<file path="config.mk">
export PLATFORM = sky130hd
export DESIGN_NAME = bitrev_reorder_ctrl
export DESIGN_NICKNAME = d
export VERILOG_FILES = /design/src/rtl/bitrev_reorder_ctrl.sv
export SDC_FILE = /design/constraint.sdc
export NUM_CORES = 1
export LEC_CHECK = 0
export CAP_MARGIN = 40
export CORE_ASPECT_RATIO = 1.1
export CORE_MARGIN = 2
export CORE_UTILIZATION = 39
export DETAILED_ROUTE_END_ITERATION = 12
export GPL_TIMING_DRIVEN = 0
export RECOVER_POWER = 100
export REMOVE_ABC_BUFFERS = 1
export SLEW_MARGIN = 20
export SYNTH_ARGS = -nofsm -noshare
export SYNTH_HDL_FRONTEND = slang
export SYNTH_SLANG_ARGS = --single-unit
</file>
<file path="constraint.sdc">
create_clock -name clk -period 3.9 [get_ports clk]
set_input_delay 0.78 -clock clk [delete_from_list [all_inputs] [get_ports clk]]
set_output_delay 0.78 -clock clk [all_outputs]
set_load 0.02 [all_outputs]
</file>
<file path="src/rtl/bitrev_reorder_ctrl.sv">
// Ping-pong bit-reversal reorder buffer for SDF FFT output.
// Writes at rev(arrival count), reads banks in natural order.
module bitrev_reorder_ctrl #(
  parameter int N = 3,
  parameter int W = 32
) (
  input  logic         clk,
  input  logic         rst_n,
  input  logic         in_valid,
  input  logic         in_sof,
  input  logic [W-1:0] in_data,
  output logic         in_ready,
  output logic         out_valid,
  output logic [W-1:0] out_data,
  output logic [N-1:0] out_idx,
  output logic         out_last,
  input  logic         out_ready,
  output logic         sof_err
);

  localparam int DEPTH = 1 << N;
  localparam logic [N:0] LAST = {1'b0, {N{1'b1}}};
  localparam logic [N:0] CNT_ONE = {{N{1'b0}}, 1'b1};

  typedef enum logic [1:0] {
    S_EMPTY,
    S_FILLING,
    S_FULL,
    S_DRAINING
  } bank_st_t;

  bank_st_t       r_st [2];
  bank_st_t       w_st_nxt [2];
  logic           r_wsel;
  logic           w_wsel_nxt;
  logic           r_rsel;
  logic           w_rsel_nxt;
  logic [N:0]     r_wr_cnt;
  logic [N:0]     w_wr_cnt_nxt;
  logic [N:0]     r_rd_cnt;
  logic [N:0]     w_rd_cnt_nxt;
  logic           r_sof_err;
  logic           w_sof_err_nxt;
  logic [W-1:0]   r_mem [2][DEPTH];
  logic [N-1:0]   w_waddr;
  logic           w_wr_open;
  logic           w_acc;
  logic           w_xfer;
  logic           w_realign;
  logic           w_wr_last;

  function automatic logic [N-1:0] f_rev(
    input logic [N-1:0] a
  );
    logic [N-1:0] r;
    for (int i = 0; i < N; i++) begin
      r[i] = a[N-1-i];
    end
    return r;
  endfunction

  assign w_wr_open = (r_st[r_wsel] == S_EMPTY) ||
                     (r_st[r_wsel] == S_FILLING);
  assign in_ready  = w_wr_open & rst_n;
  assign out_valid = (r_st[r_rsel] == S_FULL) ||
                     (r_st[r_rsel] == S_DRAINING);
  assign out_idx   = r_rd_cnt[N-1:0];
  assign out_data  = r_mem[r_rsel][out_idx];
  assign out_last  = out_valid && (r_rd_cnt == LAST);
  assign sof_err   = r_sof_err;

  assign w_acc     = in_valid & in_ready;
  assign w_xfer    = out_valid & out_ready;
  assign w_realign = in_sof && (r_wr_cnt != '0);
  assign w_wr_last = (r_wr_cnt == LAST);
  assign w_waddr   = w_realign ? '0 : f_rev(r_wr_cnt[N-1:0]);

  // Next-state for bank states, pointers, counters and sof_err.
  always_comb begin
    w_st_nxt[0]   = r_st[0];
    w_st_nxt[1]   = r_st[1];
    w_wsel_nxt    = r_wsel;
    w_rsel_nxt    = r_rsel;
    w_wr_cnt_nxt  = r_wr_cnt;
    w_rd_cnt_nxt  = r_rd_cnt;
    w_sof_err_nxt = 1'b0;
    if (w_acc) begin
      if (w_realign) begin
        w_st_nxt[r_wsel] = S_FILLING;
        w_wr_cnt_nxt     = CNT_ONE;
        w_sof_err_nxt    = 1'b1;
      end else if (w_wr_last) begin
        w_st_nxt[r_wsel] = S_FULL;
        w_wr_cnt_nxt     = '0;
        w_wsel_nxt       = ~r_wsel;
      end else begin
        w_st_nxt[r_wsel] = S_FILLING;
        w_wr_cnt_nxt     = r_wr_cnt + CNT_ONE;
      end
    end
    if (w_xfer) begin
      if (out_last) begin
        w_st_nxt[r_rsel] = S_EMPTY;
        w_rd_cnt_nxt     = '0;
        w_rsel_nxt       = ~r_rsel;
      end else begin
        w_st_nxt[r_rsel] = S_DRAINING;
        w_rd_cnt_nxt     = r_rd_cnt + CNT_ONE;
      end
    end
  end

  // Control state register with async clear.
  always_ff @(posedge clk or negedge rst_n) begin
    if (!rst_n) begin
      r_st[0]   <= S_EMPTY;
      r_st[1]   <= S_EMPTY;
      r_wsel    <= 1'b0;
      r_rsel    <= 1'b0;
      r_wr_cnt  <= '0;
      r_rd_cnt  <= '0;
      r_sof_err <= 1'b0;
    end else begin
      r_st[0]   <= w_st_nxt[0];
      r_st[1]   <= w_st_nxt[1];
      r_wsel    <= w_wsel_nxt;
      r_rsel    <= w_rsel_nxt;
      r_wr_cnt  <= w_wr_cnt_nxt;
      r_rd_cnt  <= w_rd_cnt_nxt;
      r_sof_err <= w_sof_err_nxt;
    end
  end

  // Sample storage; contents are qualified by bank state.
  always_ff @(posedge clk) begin
    if (w_acc) begin
      r_mem[r_wsel][w_waddr] <= in_data;
    end
  end

endmodule

</file>
==> impl_metrics.env, run 1 <==
export IMPL_wire_per_inst_um=24.4
export IMPL_die_x_um=222
export IMPL_cp_arrival_ps=2940
export IMPL_nets=1188
export IMPL_cts_sinks=525
export IMPL_slowest_delay_ps=680
export IMPL_final_area_um2=24300
export IMPL_crit_type="flip-flop to output pin"
export IMPL_leakage_nw=7.61
export IMPL_drc=10
export IMPL_drtIter0Drc=813
export IMPL_final_antenna_net_count=0
export IMPL_required_ps=3120
export IMPL_drt_pass1_iter_count=9
export IMPL_h_tree_depth=2
export IMPL_place_congestion=0.674
export IMPL_grt_overflow=0
export IMPL_area_delta_synth_final_pct=19.6
export IMPL_die_area_um2=54000
export IMPL_cts_tree="yes"
export IMPL_period_share=0.955
export IMPL_coreArea_um2=51400
export IMPL_path_common_cell="buf_16"
export IMPL_yosysWarnings=0
export IMPL_status="complete, but fails checks"
export IMPL_dp_hpwl_mm=26.8
export IMPL_irDropWorstVdd_v=0.000359
export IMPL_dp_slack_ps=-118
export IMPL_rsz0062_at_grt="no"
export IMPL_violations="design-rule violations"
export IMPL_clk_latency_ps=560
export IMPL_dpl_cell_area_um2=22700
export IMPL_cts_clk_slew_worst_paths_ps=60
export IMPL_critPathCaptureType="output pin"
export IMPL_grt_max_degree=46
export IMPL_synth_area_um2=20400
export IMPL_power_density_nw_per_um2=630
export IMPL_io_pins=76
export IMPL_cp_slowest_cell="dlygate4sd3_1"
export IMPL_synth_seq_cells=525
export IMPL_antenna_found_initial=2
export IMPL_cpLargestDelayFamily="buffers and inverters"
export IMPL_setup_viol=0
export IMPL_finalHoldViolations=0
export IMPL_relSlewSlack=0.143
export IMPL_grtUsageTotal=0.166
export IMPL_avgSynthCellArea_um2=19.9
export IMPL_vias_per_cell=5.50
export IMPL_fp_dieH_um=244
export IMPL_totalWireLength_mm=45.3
export IMPL_floorplan_rows=87
export IMPL_vias=10200
export IMPL_maxCapViolCount=0
export IMPL_period_minus_slack_ps=3720
export IMPL_cts_made_buffers=51
export IMPL_ys_flop_type="edfxtp_1"
export IMPL_cts_path_max_buffers=3
export IMPL_clock_skew_ps=15.2
export IMPL_slew_violations=0
export IMPL_fmax_mhz=269
export IMPL_port_buffers=75
export IMPL_seq_area_frac_synth=0.771
export IMPL_cts_root_buf="clkbuf_16"
export IMPL_grt_pass1_wl_mm=67.2
export IMPL_start_util=0.396
export IMPL_path_buf_inv=4
export IMPL_async_reset_ff_frac=0.0248
export IMPL_cp_max_fo=38
export IMPL_setup_ws_ps=177
export IMPL_drive_gt1_frac=0.168
export IMPL_synth_edf_count=512
export IMPL_tightest_slew_ps=1280
export IMPL_holdCritPathClass="flip-flop to flip-flop"
export IMPL_start_kind="flip-flop"
export IMPL_synth_cells=1025
export IMPL_synth_cell_types=36
export IMPL_path_cells="buf_16 > buf_16 > nor2b_4 > buf_16 > a22oi_1 > nand2_1 > dlygate4sd3_1"
export IMPL_grt_pass1_vias=10600
export IMPL_p_total_mw=15.3
-- cell families (layout without fill, tap and decap cells) --
group	count (synthesis)	count (layout)	synth area share
flip-flops	525	525	0.771
other	0	1	0
adder cells (fa/ha/maj)	3	3	0.00184
multiplexers	195	195	0.138
XOR/XNOR	2	2	0.000861
buffers and inverters	65	226	0.0196
AND/OR/NAND/NOR	121	121	0.0269
AO/OA/AOI/OAI	114	114	0.0414
-- path summary, 6_finish.rpt --
path	end	startpoint	cells after the start	slack, ps
worst max-delay path	out_data[17]	r_rsel$_DFFE_PN0P_	7	180
worst min-delay path	r_st[1]$_DFF_PN0_	r_st[1]$_DFF_PN0_	2	550
worst max register to register	r_mem[1][59]$_DFFE_PP_	r_wr_cnt[0]$_DFFE_PN0N_	7	350
worst min register to register	r_st[1]$_DFF_PN0_	r_st[1]$_DFF_PN0_	2	550
max in group asynchronous	r_rd_cnt[1]$_DFFE_PN0P_	rst_n	1	2580
min in group asynchronous	sof_err$_DFF_PN0_	rst_n	1	750
-- per-layer routing --
metal / track usage / vias to the layer above / share of wire
met2: 0.265 / 322 / 0.48
met3: 0.0283 / 78 / 0.058
met1: 0.236 / 5348 / 0.44
met4: 0.0485 / 4 / 0.021
li1: - / 4452 / -
met5: 0 / - / 0.00066
-- through the flow --
| stage | cells | util | setup TNS, ps | hold slack, ps |
|---|---|---|---|---|
| floorplan | 965 | - | -122590 | 469 |
| global placement | 1707 | 0.420 | -1365950 | 512 |
| detailed placement | 1744 | 0.441 | -7300 | 520 |
| CTS | 1848 | 0.475 | 0 | 541 |
| global route | 1853 | 0.474 | 0 | 576 |
| finish | 1854 | 0.474 | 0 | 547 |
-- cell usage after synthesis, types with 2 or more instances --
cell / n / share of area
buf_4: 13 / 0.0048
nand2_1: 39 / 0.0072
clkbuf_1: 16 / 0.0030
xnor2_1: 2 / 0.00086
buf_12: 4 / 0.0039
and2_1: 3 / 0.00092
mux4_1: 13 / 0.017
mux2i_1: 129 / 0.063
nor2_1: 23 / 0.0042
edfxtp_1: 512 / 0.76
o21ai_0: 8 / 0.0020
a22oi_1: 95 / 0.035
dfrtp_1: 13 / 0.016
ha_1: 3 / 0.0018
o211a_1: 2 / 0.00098
nand3_1: 45 / 0.011
nor2b_1: 6 / 0.0018
buf_2: 26 / 0.0064
mux4_2: 51 / 0.056
inv_1: 5 / 0.00092
a21oi_1: 2 / 0.00049
-- flip-flops by register name, indices dropped and copies added (netlist names) --
name,cells
r_rsel,1
r_wr_cnt,4
r_st,2
r_mem,512
r_wsel,1
sof_err,1
r_rd_cnt,4
-- timing repair --
action                                  in CTS  in global routing
pin swaps                                    2                  0
hold buffers                                 0                  0
resized for setup                            1                  1
buffers inserted                            13                  2
endpoints found under the setup margin      32                  5
gates cloned                                 0                  1
-- worst reg2reg max path, stage by stage (launching register included) --
cell and delay (ps):
dfrtp_1 470, inv_1 180, ha_1 180, inv_1 50, o31ai_2 570, nand3_1 430
nor2_2 1100, buf_16 260
-- cell type report --
class / count / area (um2)
clock buffers: 63 / 1320
diodes: 1 / 2.50
well taps: 667 / 835
multi-input cells: 435 / 4360
clock inverters: 28 / 180
inverters: 5 / 18.8
flip-flops and latches: 525 / 15700
repair buffers: 130 / 1910
fillers: 4220 / 27000
-- placed cells by master, fill, tap and decap left out, drive strengths merged, types with 3 or more instances in the layout --
cell           count
mux2i            129
a22oi             95
nor2b              6
o21ai              8
clkinv            24
edfxtp           512
inv                7
and2               3
clkdlybuf4s50      8
buf               51
dfrtp             13
ha                 3
nand3             45
dlygate4sd3       66
clkbuf            67
nand2             39
nor2              23
mux4              64
-- report_power, final --
group | internal [mW] | switching [mW] | total (mW)
logic | 1.89 | 2.29 | 4.19
clock network | 2.52 | 1.97 | 4.50
registers | 6.44 | 0.201 | 6.64
(Power assumes the default switching activity.)
==> run 2: changes to the inputs <==
--- a/config.mk
+++ b/config.mk
@@ -11,9 +11,9 @@
 export CORE_UTILIZATION = 39
 export DETAILED_ROUTE_END_ITERATION = 12
 export GPL_TIMING_DRIVEN = 0
+export PLACE_DENSITY = 0.66
 export RECOVER_POWER = 100
 export REMOVE_ABC_BUFFERS = 1
-export SLEW_MARGIN = 20
 export SYNTH_ARGS = -nofsm -noshare
 export SYNTH_HDL_FRONTEND = slang
 export SYNTH_SLANG_ARGS = --single-unit
==> impl_metrics.env, run 2 (synthesis gave the netlist of run 1 again) <==
export IMPL_status="complete, but fails checks"
export IMPL_violations="design-rule violations"
export IMPL_rr_worst_depth=8
export IMPL_largest_register="r_mem"
export IMPL_cpLargestDelayFamily="buffers and inverters"
export IMPL_dp_slack_ps=-178
export IMPL_largest_registers="r_mem: 512 flops, r_rd_cnt: 4 flops, r_wr_cnt: 4 flops"
export IMPL_cp_arrival_ps=3000
export IMPL_layout_commonest_cell="edfxtp_1"
export IMPL_area_delta_synth_final_pct=18.3
export IMPL_nFillCells=4249
export IMPL_die_x_um=222
export IMPL_rsz0062_at_grt="no"
export IMPL_clk_latency_ps=560
export IMPL_met1_length_mm=19.8
export IMPL_path_buf_inv=2
export IMPL_antenna_found_initial=3
export IMPL_largest_reg_flops=512
export IMPL_period_share=0.968
export IMPL_period_minus_slack_ps=3780
export IMPL_dp_hpwl_mm=26.9
export IMPL_crit_type="flip-flop to output pin"
export IMPL_cp_slowest_cell="dfrtp_4"
export IMPL_slew_violations=0
export IMPL_grt_max_degree=52
export IMPL_clock_skew_ps=18.4
export IMPL_grtUsageTotal=0.166
export IMPL_wire_per_inst_um=24.5
export IMPL_coreArea_um2=51400
export IMPL_power_switching_mw=4.53
export IMPL_cts_made_buffers=50
export IMPL_required_ps=3120
export IMPL_vias=10300
export IMPL_dr_wl_met3_mm=2.62
export IMPL_cp_startpoint="r_rsel$_DFFE_PN0P_"
export IMPL_clkPwrFrac=0.292
export IMPL_holdBufCountCts=0
export IMPL_relSlewSlack=0.0922
export IMPL_dr_wl_met2_mm=22.4
export IMPL_nets=1194
export IMPL_cts_clk_slew_worst_paths_ps=60
export IMPL_cts_sinks=525
export IMPL_place_congestion=0.679
export IMPL_utilization=0.468
export IMPL_drt_pass1_iter_count=9
export IMPL_min_from="r_st[1]$_DFF_PN0_"
export IMPL_setup_viol=0
export IMPL_grt_pass1_wl_mm=66.8
export IMPL_final_cell_mix="edfxtp_1, mux2i_1, a22oi_1"
export IMPL_rr_startpoint="r_wr_cnt[0]$_DFFE_PN0N_"
export IMPL_vias_per_cell=5.52
export IMPL_totalWireLength_mm=45.6
export IMPL_drive_gt1_frac=0.179
export IMPL_power_density_nw_per_um2=638
export IMPL_grt_pass1_vias=10400
export IMPL_drtIter0Drc=937
export IMPL_drc=3
export IMPL_cp_depth=5
export IMPL_leakage_nw=7.53
export IMPL_floorplan_rows=87
export IMPL_cell_internal_pwr_mw=10.8
export IMPL_port_buffers=75
export IMPL_finalHoldViolations=0
export IMPL_cp_max_fo=44
export IMPL_critPathCaptureType="output pin"
export IMPL_maxCapViolCount=0
export IMPL_top_layer="met5"
export IMPL_tightest_slew_ps=1360
export IMPL_fmax_mhz=265
export IMPL_diodes=0
export IMPL_swShare=0.295
export IMPL_cts_path_max_buffers=3
export IMPL_final_antenna_net_count=0
export IMPL_cts_tree="yes"
export IMPL_h_tree_depth=2
export IMPL_holdCritPathClass="flip-flop to flip-flop"
export IMPL_comb_power_share=0.281
export IMPL_slowest_delay_ps=670
export IMPL_start_kind="flip-flop"
export IMPL_min_delay_path_depth=2
export IMPL_io_pins=76
export IMPL_grt_overflow=0
export IMPL_p_seq_frac=0.428
export IMPL_fp_dieH_um=244
export IMPL_die_area_um2=54000
export IMPL_path_cells="buf_16 > nor2b_4 > a22oi_1 > nand2_1 > clkdlybuf4s50_1"
export IMPL_irDropWorstVdd_v=0.000379
export IMPL_cts_root_buf="clkbuf_16"
export IMPL_setup_ws_ps=124
export IMPL_start_util=0.396
==> run 2: layer usage <==
layer | GRT usage | vias up
li1 | - | 4461
met1 | 0.229 | 5428
met2 | 0.278 | 322
met3 | 0.0271 | 61
met4 | 0.0405 | 4
met5 | 0 | -
==> run 2: worst paths after layout <==
path,end,slack [ps]
worst max-delay path,out_data[23],120
worst min-delay path,r_st[1]$_DFF_PN0_,520
worst max register to register,r_mem[1][153]$_DFFE_PP_,390
worst min register to register,r_st[1]$_DFF_PN0_,520
max in group asynchronous,r_rd_cnt[0]$_DFFE_PN0P_,2670
min in group asynchronous,r_rsel$_DFFE_PN0P_,710
==> run 2: cell type report <==
class | instances | area (um2) | area share
flip-flops and latches | 525 | 15700 | 0.653
inverters | 5 | 18.8 | 0.000780
well taps | 667 | 835 | 0.0347
clock inverters | 29 | 181 | 0.00754
repair buffers | 135 | 1640 | 0.0682
clock buffers | 64 | 1330 | 0.0551
multi-input cells | 437 | 4350 | 0.181
==> run 2: power groups by stage <==
stage / Clock [mW] / Combinational (mW) / Sequential (mW)
after detailed placement: 0 / 4.08 / 6.80
after CTS: 4.55 / 4.40 / 6.59
after global routing: 4.78 / 4.61 / 6.57
final: 4.48 / 4.31 / 6.56
after floorplan: 0 / 2.09 / 6.92
after global placement: 0 / 3.54 / 7.13
==> run 2: worst register-to-register path, cell delays in order (launching register included) <==
cell	delay, ps
dfrtp_1	460
inv_1	160
ha_1	160
inv_1	50
o31ai_2	550
nand3_1	370
nor2_2	880
buf_16	230
clkbuf_4	310
==> run 2: through the flow <==
stage | power (mW) | hold WS (ps) | TNS [ps] | cell area, um2 | cells
final | 15.3 | 522 | 0 | 24100 | 1862
after global routing | 16.0 | 565 | 0 | 24100 | 1862
after CTS | 15.5 | 523 | 0 | 24400 | 1858
after detailed placement | 10.9 | 510 | -1660 | 22700 | 1745
after global placement | 10.7 | 507 | -1304280 | 21600 | 1707
after floorplan | 9.01 | 469 | -122590 | 20000 | 965
==> run 2: what timing repair did <==
item	in CTS	in global routing
gates resized for setup	3	7
pin swaps	2	1
setup buffers	18	2
endpoints found under the setup margin	32	13
endpoints found under the hold margin	0	0
gates cloned	2	2
==> run 3: changes to the inputs <==
--- a/config.mk
+++ b/config.mk
@@ -9,7 +9,9 @@
 export CORE_ASPECT_RATIO = 1.1
 export CORE_MARGIN = 2
 export CORE_UTILIZATION = 39
+export CTS_BUF_LIST = sky130_fd_sc_hd__clkbuf_8 sky130_fd_sc_hd__clkbuf_16
 export DETAILED_ROUTE_END_ITERATION = 12
+export GPL_ROUTABILITY_DRIVEN = 0
 export GPL_TIMING_DRIVEN = 0
 export PLACE_DENSITY = 0.66
 export RECOVER_POWER = 100
==> impl_metrics.env, run 3 (synthesis gave the netlist of run 1 again) <==
export IMPL_cp_slowest_cell="clkdlybuf4s50_1"
export IMPL_holdBufCountCts=0
export IMPL_cts_made_buffers=50
export IMPL_irDropWorstVdd_v=0.000378
export IMPL_totalWireLength_mm=45.5
export IMPL_vias_per_cell=5.52
export IMPL_final_cell_mix="edfxtp_1, mux2i_1, a22oi_1"
export IMPL_fp_dieH_um=244
export IMPL_area_delta_synth_final_pct=18.3
export IMPL_grt_pass1_wl_mm=66.8
export IMPL_slew_violations=0
export IMPL_cp_arrival_ps=3000
export IMPL_critPathCaptureType="output pin"
export IMPL_period_share=0.968
export IMPL_status="complete, but fails checks"
export IMPL_finalNonFillerCells=1862
export IMPL_cts_root_buf="clkbuf_16"
export IMPL_start_kind="flip-flop"
export IMPL_violations="design-rule violations"
export IMPL_required_ps=3120
export IMPL_setup_viol=0
export IMPL_die_x_um=222
export IMPL_clock_skew_ps=19.0
export IMPL_maxCapViolCount=0
export IMPL_grt_max_degree=52
export IMPL_die_area_um2=54000
export IMPL_cp_max_fo=27
export IMPL_drt_pass1_iter_count=9
export IMPL_diodes=0
export IMPL_cts_tree="yes"
export IMPL_drc=3
export IMPL_leakage_nw=7.59
export IMPL_relSlewSlack=0.0682
export IMPL_path_cells="buf_12 > buf_16 > and2_4 > buf_12 > a22oi_1 > nand3_1 > nand2_1 > clkdlybuf4s50_1"
export IMPL_fin_tns_setup_ps=0
export IMPL_start_util=0.396
export IMPL_finalHoldViolations=0
export IMPL_largest_reg_flops=512
export IMPL_coreArea_um2=51400
export IMPL_cts_sinks=525
export IMPL_grtUsageTotal=0.166
export IMPL_port_buffers=75
export IMPL_nets=1194
export IMPL_crit_type="flip-flop to output pin"
export IMPL_fmax_mhz=265
export IMPL_dp_cells=1745
export IMPL_rsz0062_at_grt="no"
export IMPL_cts_clk_slew_worst_paths_ps=60
export IMPL_nFillCells=4249
export IMPL_dp_hpwl_mm=26.9
export IMPL_vias=10300
export IMPL_largest_register="r_mem"
export IMPL_period_minus_slack_ps=3780
export IMPL_final_antenna_net_count=0
export IMPL_drive_gt1_frac=0.179
export IMPL_cts_path_max_buffers=3
export IMPL_power_density_nw_per_um2=636
export IMPL_antenna_found_initial=3
export IMPL_clk_latency_ps=560
export IMPL_wire_per_inst_um=24.4
export IMPL_holdCritPathClass="flip-flop to flip-flop"
export IMPL_slowest_delay_ps=630
export IMPL_h_tree_depth=2
export IMPL_grt_overflow=0
export IMPL_drtIter0Drc=896
export IMPL_tightest_slew_ps=1400
export IMPL_layout_commonest_cell="edfxtp_1"
export IMPL_io_pins=76
export IMPL_grt_pass1_vias=10400
export IMPL_floorplan_rows=87
export IMPL_largest_registers="r_mem: 512 flops, r_rd_cnt: 4 flops, r_wr_cnt: 4 flops"
export IMPL_path_common_cell="buf_12"
==> run 3: changes by cell type in the layout (fill, tap and decap cells not counted) <==
cell,change
inv_1,+13
clkbuf_1,-13
==> run 3: repair_timing <==
item                                    CTS  global route
buffers inserted                         18             2
gates resized for setup                   3             7
pin swaps                                 2             1
cloned                                    2             2
endpoints found under the setup margin   32            13
==> run 3: worst paths after layout <==
kind / from / end / slack (ps) / depth (start not counted)
setup / recovery: r_rd_cnt[0]$_DFFE_PN0P_ / out_data[10] / 120 / 8
hold / removal: r_st[1]$_DFF_PN0_ / r_st[1]$_DFF_PN0_ / 520 / 2
setup reg to reg: r_wr_cnt[0]$_DFFE_PN0N_ / r_mem[1][153]$_DFFE_PP_ / 390 / 8
hold reg to reg: r_st[1]$_DFF_PN0_ / r_st[1]$_DFF_PN0_ / 520 / 2
max in group asynchronous: rst_n / r_rd_cnt[0]$_DFFE_PN0P_ / 2670 / 1
min in group asynchronous: rst_n / r_st[3]$_DFF_PN0_ / 710 / 1
==> run 3: critical path, delay by kind of cell (launching register included) <==
| kind | cells | cell delay, ps |
|---|---|---|
| buf+inv | 4 | 1210 |
| flops | 1 | 500 |
| simple gates | 3 | 530 |
| compound gates | 1 | 160 |
==> run 3: routing by layer <==
layer | up-vias | part of all wire | track usage | wire (um)
met5 | - | 0.00066 | 0 | 30
met4 | 4 | 0.018 | 0.0405 | 799
met3 | 62 | 0.063 | 0.0271 | 2860
met2 | 346 | 0.49 | 0.278 | 22400
met1 | 5398 | 0.43 | 0.229 | 19500
li1 | 4465 | - | - | -
==> run 3: stage by stage <==
step / util / hold WS (ps) / instance area (um2) / power [mW] / setup slack [ps]
after detailed placement: 0.442 / 510 / 22700 / 10.9 / -178
after CTS: 0.475 / 523 / 24400 / 15.5 / 15.7
final: 0.468 / 522 / 24100 / 15.3 / 123
after global routing: 0.468 / 565 / 24100 / 15.9 / 3.68
after global placement: 0.420 / 507 / 21600 / 10.7 / -9250
after floorplan: - / 469 / 20000 / 9.01 / -3430
==> run 3: power breakdown <==
| part | total [mW] | internal (mW) | switching (mW) | leakage [nW] |
|---|---|---|---|---|
| clock network | 4.44 | 2.44 | 1.99 | 0.797 |
| registers | 6.56 | 6.44 | 0.120 | 4.78 |
| logic | 4.31 | 1.90 | 2.41 | 2.01 |
| total | 15.3 | 10.8 | 4.53 | 7.59 |
==> run 3: area by class of cell <==
type,instances,area [um2],area share
Clock buffer,51,1280,0.0530
Clock inverter,42,230,0.00957
Inverter,5,18.8,0.000780
Multi-Input combinational cell,437,4350,0.181
Sequential cell,525,15700,0.653
Tap cell,667,835,0.0347
Timing Repair Buffer,135,1640,0.0682
